===== config.mk =====
export PLATFORM = sky130hd
export DESIGN_NAME = axi_txn_sequencer
export DESIGN_NICKNAME = d
export VERILOG_FILES = /design/src/rtl/axi_txn_sequencer_pkg.sv /design/src/rtl/axi_txn_seq_pulse_gen.sv /design/src/rtl/axi_txn_sequencer.sv
export SDC_FILE = /design/constraint.sdc
export NUM_CORES = 1
export LEC_CHECK = 0
export CAP_MARGIN = 15
export CORE_UTILIZATION = 50
export CTS_CLUSTER_DIAMETER = 200
export DETAILED_ROUTE_END_ITERATION = 16
export HOLD_SLACK_MARGIN = 0.12
export PLACE_DENSITY = 0.78
export REMOVE_ABC_BUFFERS = 1
export SLEW_MARGIN = 20
export SYNTH_ARGS = -nofsm -noshare
export SYNTH_HDL_FRONTEND = slang
export SYNTH_SLANG_ARGS = --single-unit
export TNS_END_PERCENT = 20

===== constraint.sdc =====
create_clock -name ACLK -period 7.8 [get_ports ACLK]
set_input_delay 1.56 -clock ACLK [delete_from_list [all_inputs] [get_ports ACLK]]
set_output_delay 1.56 -clock ACLK [all_outputs]
set_load 0.1 [all_outputs]

===== src/rtl/axi_txn_sequencer_pkg.sv =====
// Shared types and helpers for the AXI transaction sequencer.
package axi_txn_sequencer_pkg;

  localparam int unsigned SEQ_CNT_W_DEFAULT = 16;

  typedef enum logic [2:0] {
    StIdle,
    StPulse,
    StWaitClr,
    StWaitDone,
    StGap,
    StFinish
  } seq_state_t;

  // Increment a count of the given width, holding at all-ones.
  function automatic logic [31:0] sat_inc(input logic [31:0] val, input int unsigned width);
    logic [31:0] max_val;
    max_val = (width >= 32) ? '1 : ((32'd1 << width) - 32'd1);
    return (val >= max_val) ? max_val : val + 32'd1;
  endfunction

endpackage


===== src/rtl/axi_txn_seq_pulse_gen.sv =====
// Loadable down-counter timing both the INIT pulse width and the inter-run gap.
module axi_txn_seq_pulse_gen #(
  parameter int unsigned Width = 8
) (
  input  logic             clk_i,
  input  logic             rst_ni,
  input  logic             load_i,
  input  logic [Width-1:0] len_i,
  output logic             active_o,
  output logic             expire_o
);

  logic [Width-1:0] cnt_q, cnt_d;

  always_comb begin
    cnt_d = cnt_q;
    if (load_i) begin
      cnt_d = len_i;
    end else if (cnt_q != '0) begin
      cnt_d = cnt_q - 1'b1;
    end
  end

  always_ff @(posedge clk_i or negedge rst_ni) begin
    if (!rst_ni) begin
      cnt_q <= '0;
    end else begin
      cnt_q <= cnt_d;
    end
  end

  assign active_o = (cnt_q != '0);
  // Last cycle of the loaded interval.
  assign expire_o = (cnt_q == Width'(1));

endmodule


===== src/rtl/axi_txn_sequencer.sv =====
// Drives repeated INIT pulses into the AXI master and tallies run/error counts.
// Optional per-run watchdog enabled by defining SEQ_TIMEOUT_EN.
module axi_txn_sequencer
  import axi_txn_sequencer_pkg::*;
#(
  parameter int unsigned CNT_W             = SEQ_CNT_W_DEFAULT,
  parameter int unsigned INIT_PULSE_CYCLES = 2,
  parameter int unsigned GAP_CYCLES        = 8,
  parameter int unsigned TIMEOUT_CYCLES    = 65535
) (
  input  logic             ACLK,
  input  logic             ARESETN,
  input  logic             START,
  input  logic [CNT_W-1:0] NUM_RUNS,
  output logic             M_AXI_INIT_AXI_TXN,
  input  logic             M_AXI_TXN_DONE,
  input  logic             M_AXI_ERROR,
  output logic             BUSY,
  output logic             SEQ_DONE,
  output logic             PASS,
  output logic [CNT_W-1:0] RUN_CNT,
  output logic [CNT_W-1:0] ERR_CNT,
  output logic             TIMEOUT
);

  localparam int unsigned PulseW = 8;
  localparam logic [PulseW-1:0] PulseLen = PulseW'(INIT_PULSE_CYCLES);
  localparam logic [PulseW-1:0] GapLen   = PulseW'(GAP_CYCLES);

  seq_state_t       state_q, state_d;
  logic             done_q, init_q, init_d;
  logic             busy_q, busy_d, seq_done_q, seq_done_d, pass_q, pass_d;
  logic [CNT_W-1:0] run_cnt_q, run_cnt_d, err_cnt_q, err_cnt_d, num_runs_q, num_runs_d;
  logic             rise, abort, run_end, run_err;
  logic             pg_load, pg_active, pg_expire;
  logic [PulseW-1:0] pg_len;

  assign rise = M_AXI_TXN_DONE & ~done_q;

  axi_txn_seq_pulse_gen #(
    .Width (PulseW)
  ) u_pulse_gen (
    .clk_i    (ACLK),
    .rst_ni   (ARESETN),
    .load_i   (pg_load),
    .len_i    (pg_len),
    .active_o (pg_active),
    .expire_o (pg_expire)
  );

  always_comb begin
    state_d    = state_q;
    busy_d     = busy_q;
    seq_done_d = seq_done_q;
    pass_d     = pass_q;
    run_cnt_d  = run_cnt_q;
    err_cnt_d  = err_cnt_q;
    num_runs_d = num_runs_q;
    pg_load    = 1'b0;
    pg_len     = '0;
    run_end    = 1'b0;
    run_err    = 1'b0;

    unique case (state_q)
      StIdle, StFinish: begin
        if (START) begin
          num_runs_d = NUM_RUNS;
          run_cnt_d  = '0;
          err_cnt_d  = '0;
          seq_done_d = 1'b0;
          pass_d     = 1'b0;
          busy_d     = 1'b1;
          if (NUM_RUNS == '0) begin
            state_d    = StFinish;
            busy_d     = 1'b0;
            seq_done_d = 1'b1;
            pass_d     = 1'b1;
          end else begin
            state_d = StPulse;
            pg_load = 1'b1;
            pg_len  = PulseLen;
          end
        end
      end
      StPulse: begin
        if (pg_expire) state_d = StWaitClr;
      end
      // The master drops TXN_DONE on the init edge; wait for that before arming rise.
      StWaitClr: begin
        if (!M_AXI_TXN_DONE) state_d = StWaitDone;
      end
      StWaitDone: begin
        if (rise) begin
          run_end = 1'b1;
          run_err = M_AXI_ERROR;
        end
      end
      StGap: begin
        if (pg_expire && pg_active) begin
          state_d = StPulse;
          pg_load = 1'b1;
          pg_len  = PulseLen;
        end
      end
      default: state_d = StIdle;
    endcase

    if (abort) begin
      run_end = 1'b1;
      run_err = 1'b1;
    end

    if (run_end) begin
      run_cnt_d = CNT_W'(sat_inc(32'(run_cnt_q), CNT_W));
      if (run_err) err_cnt_d = CNT_W'(sat_inc(32'(err_cnt_q), CNT_W));
      if (abort || (run_cnt_d == num_runs_q)) begin
        state_d    = StFinish;
        busy_d     = 1'b0;
        seq_done_d = 1'b1;
        pass_d     = (err_cnt_d == '0) && !abort;
      end else if (GAP_CYCLES == 0) begin
        state_d = StPulse;
        pg_load = 1'b1;
        pg_len  = PulseLen;
      end else begin
        state_d = StGap;
        pg_load = 1'b1;
        pg_len  = GapLen;
      end
    end

    init_d = (state_d == StPulse);
  end

  always_ff @(posedge ACLK or negedge ARESETN) begin
    if (!ARESETN) begin
      state_q    <= StIdle;
      done_q     <= 1'b0;
      init_q     <= 1'b0;
      busy_q     <= 1'b0;
      seq_done_q <= 1'b0;
      pass_q     <= 1'b0;
      run_cnt_q  <= '0;
      err_cnt_q  <= '0;
      num_runs_q <= '0;
    end else begin
      state_q    <= state_d;
      done_q     <= M_AXI_TXN_DONE;
      init_q     <= init_d;
      busy_q     <= busy_d;
      seq_done_q <= seq_done_d;
      pass_q     <= pass_d;
      run_cnt_q  <= run_cnt_d;
      err_cnt_q  <= err_cnt_d;
      num_runs_q <= num_runs_d;
    end
  end

`ifdef SEQ_TIMEOUT_EN
  localparam int unsigned WdW = $clog2(TIMEOUT_CYCLES + 1);

  logic [WdW-1:0] wd_q, wd_d;
  logic           timeout_q, timeout_d, waiting, start_acc;

  assign waiting   = (state_q == StWaitClr) || (state_q == StWaitDone);
  assign start_acc = START && ((state_q == StIdle) || (state_q == StFinish));
  // A genuine completion on the limit cycle takes precedence over the watchdog.
  assign abort     = waiting && (wd_q == WdW'(TIMEOUT_CYCLES - 1)) &&
                     !((state_q == StWaitDone) && rise);

  always_comb begin
    wd_d      = waiting ? wd_q + 1'b1 : '0;
    timeout_d = timeout_q;
    if (abort) wd_d = '0;
    if (start_acc) begin
      timeout_d = 1'b0;
    end else if (abort) begin
      timeout_d = 1'b1;
    end
  end

  always_ff @(posedge ACLK or negedge ARESETN) begin
    if (!ARESETN) begin
      wd_q      <= '0;
      timeout_q <= 1'b0;
    end else begin
      wd_q      <= wd_d;
      timeout_q <= timeout_d;
    end
  end

  assign TIMEOUT = timeout_q;
`else
  assign abort   = 1'b0;
  assign TIMEOUT = 1'b0;
`endif

  assign M_AXI_INIT_AXI_TXN = init_q;
  assign BUSY               = busy_q;
  assign SEQ_DONE           = seq_done_q;
  assign PASS               = pass_q;
  assign RUN_CNT            = run_cnt_q;
  assign ERR_CNT            = err_cnt_q;

endmodule


==> results of run 1 <==
[per-stage QoR]
step                      total power (W)  setup slack (ns)
after CTS                         0.00144              4.03
after floorplan                  0.000945              2.31
after global placement            0.00109              3.96
final                             0.00144              4.01
after detailed placement          0.00111              3.90
after global routing              0.00154              3.87
[layer usage]
| layer | up-vias | track usage, % | part of all wire, % |
|---|---|---|---|
| met5 | - | 0 | 0 |
| met4 | 0 | 11.3 | 2.3 |
| met3 | 25 | 5.99 | 7.0 |
| met2 | 189 | 41.4 | 46 |
| met1 | 1878 | 37.8 | 45 |
| li1 | 1906 | - | - |
[report_power, final]
group / switching [W] / internal (W) / leakage (nW)
Clock: 0.000136 / 0.000190 / 0.117
Combinational: 0.000392 / 0.000204 / 1.06
Sequential: 0.000105 / 0.000415 / 0.843
[flip-flops by register name (all words and copies together), names as in the netlist]
register	count
ERR_CNT	16
RUN_CNT	16
num_runs_q	16
u_pulse_gen.cnt_q	8
state_q	3
BUSY	1
M_AXI_INIT_AXI_TXN	1
PASS	1
SEQ_DONE	1
done_q	1
[worst register-to-register path, stage by stage (launching register included)]
cell and delay, ns:
sky130_fd_sc_hd__dfrtp_1 0.56, sky130_fd_sc_hd__ha_1 0.42, sky130_fd_sc_hd__nand3_2 0.26, sky130_fd_sc_hd__nor4_1 0.34, sky130_fd_sc_hd__buf_4 0.23, sky130_fd_sc_hd__mux2i_1 0.27
sky130_fd_sc_hd__o221ai_1 0.16, sky130_fd_sc_hd__or4_1 0.44, sky130_fd_sc_hd__nor4_2 0.50, sky130_fd_sc_hd__nor2_1 0.21, sky130_fd_sc_hd__a211oi_1 0.24
[layout make-up]
type,instances,area [um2]
fillers,676,2920
clock inverters,6,91.3
inverters,12,45.0
flip-flops and latches,64,1600
multi-input cells,380,2300
clock buffers,10,138
repair buffers,60,586
well taps,102,128
[cells by family after synthesis]
| logic type | after synthesis | synth area share [%] |
|---|---|---|
| fa+ha+maj | 5 | 1.53 |
| simple gates | 239 | 31.3 |
| compound gates | 112 | 18.0 |
| flops | 64 | 39.1 |
| other cells | 1 | 0.0916 |
| xor+xnor | 18 | 3.85 |
| buf+inv | 42 | 4.80 |
| mux | 5 | 1.25 |
[Yosys cell counts (5+ instances only)]
cell type,instances
sky130_fd_sc_hd__inv_1,12
sky130_fd_sc_hd__a31oi_1,11
sky130_fd_sc_hd__nor3_1,26
sky130_fd_sc_hd__a211oi_1,6
sky130_fd_sc_hd__nand2_1,69
sky130_fd_sc_hd__nand4_1,18
sky130_fd_sc_hd__a21oi_1,26
sky130_fd_sc_hd__or4_1,5
sky130_fd_sc_hd__buf_2,7
sky130_fd_sc_hd__a311oi_1,11
sky130_fd_sc_hd__ha_1,5
sky130_fd_sc_hd__dfrtp_1,64
sky130_fd_sc_hd__xor2_1,7
sky130_fd_sc_hd__nand3_1,15
sky130_fd_sc_hd__and4_1,9
sky130_fd_sc_hd__xnor2_1,11
sky130_fd_sc_hd__nor4_1,14
sky130_fd_sc_hd__o21ai_0,26
sky130_fd_sc_hd__and3_1,16
sky130_fd_sc_hd__clkbuf_1,17
sky130_fd_sc_hd__or3_1,5
sky130_fd_sc_hd__nor2_1,38
[placed cells by master (no fill, tap or decap), types with 4 or more instances in the layout]
master	instances
sky130_fd_sc_hd__nor4_1	14
sky130_fd_sc_hd__nand2b_1	4
sky130_fd_sc_hd__and4_1	9
sky130_fd_sc_hd__nor3_1	26
sky130_fd_sc_hd__inv_1	12
sky130_fd_sc_hd__a21oi_1	26
sky130_fd_sc_hd__buf_4	4
sky130_fd_sc_hd__a31oi_1	11
sky130_fd_sc_hd__clkdlybuf4s50_1	55
sky130_fd_sc_hd__nor2b_1	4
sky130_fd_sc_hd__mux2i_1	4
sky130_fd_sc_hd__a211oi_1	6
sky130_fd_sc_hd__or4_1	5
sky130_fd_sc_hd__or3_1	5
sky130_fd_sc_hd__xnor2_1	11
sky130_fd_sc_hd__xor2_1	7
sky130_fd_sc_hd__dfrtp_1	64
sky130_fd_sc_hd__a311oi_1	11
sky130_fd_sc_hd__nand2_1	69
sky130_fd_sc_hd__ha_1	5
sky130_fd_sc_hd__nand4_1	18
sky130_fd_sc_hd__clkbuf_8	10
sky130_fd_sc_hd__and3_1	16
sky130_fd_sc_hd__nor2_1	38
sky130_fd_sc_hd__nand3_1	15
sky130_fd_sc_hd__o21ai_0	26
[worst paths after layout]
| path | startpoint | to | slack (ns) | cells past startpoint |
|---|---|---|---|---|
| worst max register to register | RUN_CNT[0]$_DFFE_PN0P_ | u_pulse_gen.cnt_q[2]$_DFFE_PN0P_ | 4.09 | 10 |
| worst max-delay path | RUN_CNT[9]$_DFFE_PN0P_ | RUN_CNT[9] | 4.01 | 1 |
| min in group asynchronous | ARESETN | RUN_CNT[2]$_DFFE_PN0P_ | 1.38 | 2 |
| worst min-delay path | num_runs_q[1]$_DFFE_PN0P_ | num_runs_q[1]$_DFFE_PN0P_ | 0.53 | 2 |
| worst min register to register | num_runs_q[1]$_DFFE_PN0P_ | num_runs_q[1]$_DFFE_PN0P_ | 0.53 | 2 |
| max in group asynchronous | ARESETN | ERR_CNT[13]$_DFF_PN0_ | 5.90 | 2 |
==> results.txt, run 1 <==
The flow ran to the end, and the final reports show no timing, DRC or antenna violations. The average footprint of a synthesized cell is 8.43 um2. Hold timing on the final database bottoms out at a slack of 0.532 ns. The highest ir drop seen on vdd is approximately 0.30 mV. The arrival time reported for the critical path endpoint is 2.23 ns. STA classifies the critical path endpoint as an output pin.

The tree is rooted in a sky130_fd_sc_hd__clkbuf_8. The first routing iteration left 313 violations. The signal on the critical path passes through clkdlybuf4s50_1. The maximum clock rate came out at 0.264 GHz. The number of sinks driven by the clock tree is 64.

The peak fanout along the critical path came out at 16. The layout cell share with drive strength beyond 1 came out at 6.02%. TritonCTS built the clock tree. 58 I/O pins were placed.

The initial standard-cell utilization of the core came out at between 50% and 60%. The cell count after placement came out at around 620. The cell with the biggest individual delay on the critical path is sky130_fd_sc_hd__clkdlybuf4s50_1. The kind of cell with the highest combined delay along the critical path is buffers and inverters. The number of synthesized register bits came out at 64.

The biggest area contributor in the post-synthesis netlist is sky130_fd_sc_hd__dfrtp_1. The full die area came out at about 8600 um2. The transition time at the pin with the least slew margin is between 0.9 and 1 ns. After detailed routing, the number of vias per cell comes to 6.31. The post-layout instance area is ~5000 um2. During placement, the flow inserted port buffers numbering 56. In this run, synthesis inferred 0 flip-flops with an integrated enable.

The critical path is of the flip-flop to output pin type. The number of global-route vias before repair came out at 3799. The initial antenna violation count is 0. The count of mapped cells out of synthesis is 486.

Compared with the post-synthesis result, the final layout area differs by 19.5%. The clock skew came out at between 0.008 and 0.009 ns. In this run the vertical extent of the chip is 92.5 um. STA classifies the critical path startpoint as a flip-flop. The first-pass GRT wire length is ~18 mm. The proportion of register bits with asynchronous set or reset after synthesis is 100%. The number of hold buffers added after CTS was 0. The clock buffer count from CTS is 9.

The delay contributed by the slowest stage of the critical path is 1.23 ns. The overall via count from detail_route is 3998. The path type of the worst min-delay path is flip-flop to flip-flop.

The leakage component of the power came out at 2.02 nW. The sequential area share after synthesis came out at 39.1%. Yosys attributes the largest share of cell area to sky130_fd_sc_hd__dfrtp_1 (39%), sky130_fd_sc_hd__nand2_1 (6.3%), sky130_fd_sc_hd__nor2_1 (3.5%). The wire length per cell is around 17 um.

The number of setup violations in the final report came out at 0. The later pin in the worst-skew pair is clocked with a latency of 0.35 ns. The x dimension of the die is approximately 90 um. The number of detailed-routing iterations run before antenna repair came out at 5. Setup repair after global routing left no endpoint under its margin. After detailed routing, the number of remaining DRC violations is 0. In this run, post-CTS repair resized a total of 0 instances. The final period utilization came out at between 40% and 50%.

The data required time of the critical path is 6.24 ns. Summed over all layers, the global routing overflow is 0. The layout net count is 553. The number of distinct standard cells referenced by the synthesized netlist is 60.

The placer congestion estimate is 0.917. The total power divided by cell area is 295 nW/um2. The cell row count came out at 32. The final critical path time including I/O delays and setup is 3.79 ns. The number of buffers and inverters on the critical path is 1.

The total core area came out at 7810 um2. The final HPWL from detailed placement came out at 7.60 mm. The post-detailed-placement cell area is roughly 4700 um2. The tightest slew margin relative to the limit is 34.6%. Across the run, the number of max-cap violations was 0. For this block, the routed nets add up to 10.8 mm of wire. The mapped netlist covers around 4100 um2. The max-slew violation total from the final report is 0.

The commonest register cell after synthesis is sky130_fd_sc_hd__dfrtp_1. The buffer depth of the longest clock path is 2. Entering global routing, the biggest net connects 65 pins.

The final-layout setup total negative slack came out at 0 ns. Clock-pin slew was measured on the worst setup and hold paths at 0.08 ns. The number of post-CTS setup repair buffers is 0. For this run, the number of Yosys warnings is 0.

CTS built an H-tree with a depth of 3. The final count of hold timing violations came out at 0. Cells fill 62.7% of the core in the end. The final cell count without fillers is between 600 and 700. The antenna violation net count after detailed routing is 0. The total track usage came out at between 20% and 30%. The number of antenna repair diodes came out at 0. The share of Yosys cell area claimed by the top area cell type came out at approximately 39%.
No activity file was read; power rests on OpenSTA's default activity.
==> run 2: changes to the inputs <==
==> constraint.sdc (replaced) <==
create_clock -name ACLK -period 3.7 [get_ports ACLK]
set_input_delay 0.74 -clock ACLK [delete_from_list [all_inputs] [get_ports ACLK]]
set_output_delay 0.74 -clock ACLK [all_outputs]
set_load 0.1 [all_outputs]
==> run 2 against run 1 <==
First-iteration DRC count is 7.7% higher. Sequential power up 110%. Utilization grew 0.21 points. Largest cell class unchanged.
==> results.txt, run 2 (synthesized netlist as in run 1, its figures left out) <==
The total power divided by cell area is 624 nW/um2 (was 295 nW/um2). The number of global-route vias before repair came out at 3715 (was 3799). The synthesis-to-finish area growth is 19.9% (was 19.5%). The critical path buffer and inverter count came out at 1 (unchanged). The cell with the biggest individual delay on the critical path is sky130_fd_sc_hd__or4_1 (was sky130_fd_sc_hd__clkdlybuf4s50_1). The number of sinks driven by the clock tree is 64 (unchanged). The antenna violation net count after detailed routing came to 0 (unchanged). The smallest clock period supported by the final layout is computed as 3.38 ns. The aggregate global routing overflow is 0 (unchanged). The arrival time reported for the critical path endpoint came to 3.64 ns (was 2.23 ns).

The overall via count from detail_route is 4033 (was 3998). The per-cell via count in the routed design was 6.33 (was 6.31). The number of levels the H-tree was split into is 3 (unchanged).

The detailed-route DRC error count is 0 (unchanged). The number of max-capacitance violations reported is 0 (unchanged). The final period utilization is 91.4%. The element type at the critical path end is a flip-flop (was output pin).

The number of post-CTS setup repair buffers is 0 (unchanged). The clock skew came to 0.0160 ns (was 0.00860 ns). The number of primary I/O pins is 58 (unchanged). The tightest slew margin relative to the limit came to 34.6% (about the same).

The clock-pin slew on the worst setup and hold paths came out at 0.08 ns (about the same). The peak fanout along the critical path came out at 12 (was 16). The clock buffer count from CTS came out at 9 (unchanged). The final HPWL from detailed placement is 7.88 mm (was 7.60 mm). The cell row count came out at 32 (unchanged).

The clock root buffer master is sky130_fd_sc_hd__clkbuf_8 (unchanged). The smallest hold slack was 0.500 ns (was 0.532 ns). The number of buffers inserted for hold repair after clock tree synthesis came out at 0 (unchanged). The final count of hold timing violations is 0 (unchanged). Run status: completed (unchanged). The initial antenna violation count is 0 (unchanged). The number of fill cells is 680 (was 676). The layout net count is 557 (was 553). The x dimension of the die is 92.5 um (unchanged). The critical path's top delay family is simple AND/OR/NAND/NOR gates (was buffers and inverters). The delay contributed by the slowest stage of the critical path came out at 0.47 ns (was 1.23 ns). The buffer depth of the longest clock path came out at 2 (unchanged).

The leakage component of the power is 2.05 nW (was 2.02 nW). The maximum clock rate came out at 0.296 GHz. The wire length per cell is 17.5 um (was 17.1 um). The TritonCTS clock tree was built (unchanged). The largest net degree at the start of global routing is 40 (was 65). The number of antenna repair diodes is 0 (unchanged).

The data required time of the critical path is 3.96 ns (was 6.24 ns). Critical-path cell list: ha_2, nand3_2, nor4_1, buf_4, mux2i_1, o221ai_1, or4_1, nor4_4, nor2_1, a211oi_1 (was clkdlybuf4s50_1). The full die area came out at 8560 um2 (unchanged). The most common cell after layout, fill and taps aside is sky130_fd_sc_hd__nand2_1 (unchanged).

The total of cells resized after clock tree synthesis is 0 (unchanged). The highest ir drop seen on vdd came to 0.528 mV (was 0.296 mV). The max-slew violation total from the final report is 0 (unchanged). The die height is 92.5 um (unchanged). The launching element type of the critical path was a flip-flop (unchanged).

The first-pass GRT wire length is 18.4 mm (was 18.5 mm). The first-iteration detailed-routing DRC count was 337 (was 313). The sum of internal, switching and leakage power is 0.00306 W (was 0.00144 W). The count of buffers from port buffering came out at 56 (unchanged). RSZ-0062 raised after global routing: no (unchanged).

The number of setup violations in the final report was 0 (unchanged). The startpoint-to-endpoint class of the critical path is flip-flop to flip-flop (was flip-flop to output pin). The total core area came to 7810 um2 (unchanged).

The total track usage is 27.1% (was 27.4%). The initial standard-cell utilization of the core was 52.5% (unchanged). The number of detailed-routing iterations run before antenna repair is 5 (unchanged). The path type of the worst min-delay path is input port to async pin (was flip-flop to flip-flop). The placer congestion estimate is 0.916 (was 0.917). The layout cell share with drive strength beyond 1 is 8.04% (was 6.02%).

The later-pin clock latency in the skew report came out at 0.35 ns (about the same). The routed wire length came out at 11.1 mm (was 10.8 mm). Highest-count cells in the layout ignoring fill and taps: sky130_fd_sc_hd__nand2_1 (69), sky130_fd_sc_hd__dfrtp_1 (63), sky130_fd_sc_hd__clkdlybuf4s50_1 (48), sky130_fd_sc_hd__nor2_1 (38) (was sky130_fd_sc_hd__nand2_1 (69), sky130_fd_sc_hd__dfrtp_1 (64), sky130_fd_sc_hd__clkdlybuf4s50_1 (55), sky130_fd_sc_hd__nor2_1 (38)). The transition time at the pin with the least slew margin is 0.977 ns (about the same).
[run 2: layout make-up]
| type | count | area [um2] | area share [%] |
|---|---|---|---|
| flip-flops and latches | 64 | 1600 | 32.7 |
| clock inverters | 3 | 65.1 | 1.33 |
| well taps | 102 | 128 | 2.60 |
| multi-input cells | 380 | 2310 | 47.2 |
| inverters | 12 | 45.0 | 0.918 |
| repair buffers | 64 | 598 | 12.2 |
| clock buffers | 12 | 155 | 3.16 |
[run 2: worst paths after layout]
kind / endpoint / slack [ns] / start / depth (start not counted)
min in group ACLK: num_runs_q[8]$_DFFE_PN0P_ / 0.50 / num_runs_q[8]$_DFFE_PN0P_ / 2
worst max register to register: u_pulse_gen.cnt_q[2]$_DFFE_PN0P_ / 0.32 / RUN_CNT[1]$_DFFE_PN0P_ / 10
worst max-delay path: u_pulse_gen.cnt_q[2]$_DFFE_PN0P_ / 0.32 / RUN_CNT[1]$_DFFE_PN0P_ / 10
worst min-delay path: RUN_CNT[11]$_DFFE_PN0P_ / 0.50 / ARESETN / 1
max in group asynchronous: M_AXI_INIT_AXI_TXN$_DFF_PN0_ / 2.46 / ARESETN / 2
worst min register to register: num_runs_q[8]$_DFFE_PN0P_ / 0.50 / num_runs_q[8]$_DFFE_PN0P_ / 2
[run 2: power by group]
group,switching (W),internal (W)
Combinational,0.000834,0.000442
Clock,0.000276,0.000412
Sequential,0.000221,0.000877
[run 2: per-layer routing]
layer  wire (um)  track usage (%)
met1        4990             38.3
met2        5040             41.2
met3         883             5.34
met4         214             10.2
met5           0                0
[run 2: per-stage QoR]
step	instances	util (%)	TNS, ns	setup WS, ns	cell area (um2)
floorplan	456	-	-15.01	-0.973	3940
global route	637	62.9	0	0.0965	4910
CTS	637	62.7	0	0.131	4900
finish	637	62.9	0	0.318	4910
global placement	622	59.9	0	0.355	4680
detailed placement	622	59.9	0	0.132	4680
[run 2: worst register-to-register path: stages, from the launching register on]
cell and delay, ns:
sky130_fd_sc_hd__dfrtp_1 0.46, sky130_fd_sc_hd__ha_2 0.33, sky130_fd_sc_hd__nand3_2 0.22, sky130_fd_sc_hd__nor4_1 0.34, sky130_fd_sc_hd__buf_4 0.22, sky130_fd_sc_hd__mux2i_1 0.27
sky130_fd_sc_hd__o221ai_1 0.17, sky130_fd_sc_hd__or4_1 0.47, sky130_fd_sc_hd__nor4_4 0.40, sky130_fd_sc_hd__nor2_1 0.20, sky130_fd_sc_hd__a211oi_1 0.24
==> run 3: changes to the inputs <==
--- a/config.mk
+++ b/config.mk
@@ -12,7 +12,6 @@
 export HOLD_SLACK_MARGIN = 0.12
 export PLACE_DENSITY = 0.78
 export REMOVE_ABC_BUFFERS = 1
-export SLEW_MARGIN = 20
 export SYNTH_ARGS = -nofsm -noshare
 export SYNTH_HDL_FRONTEND = slang
 export SYNTH_SLANG_ARGS = --single-unit
==> results of run 3 <==
No change in the layout: final DEF, timing and power equal those of run 2.
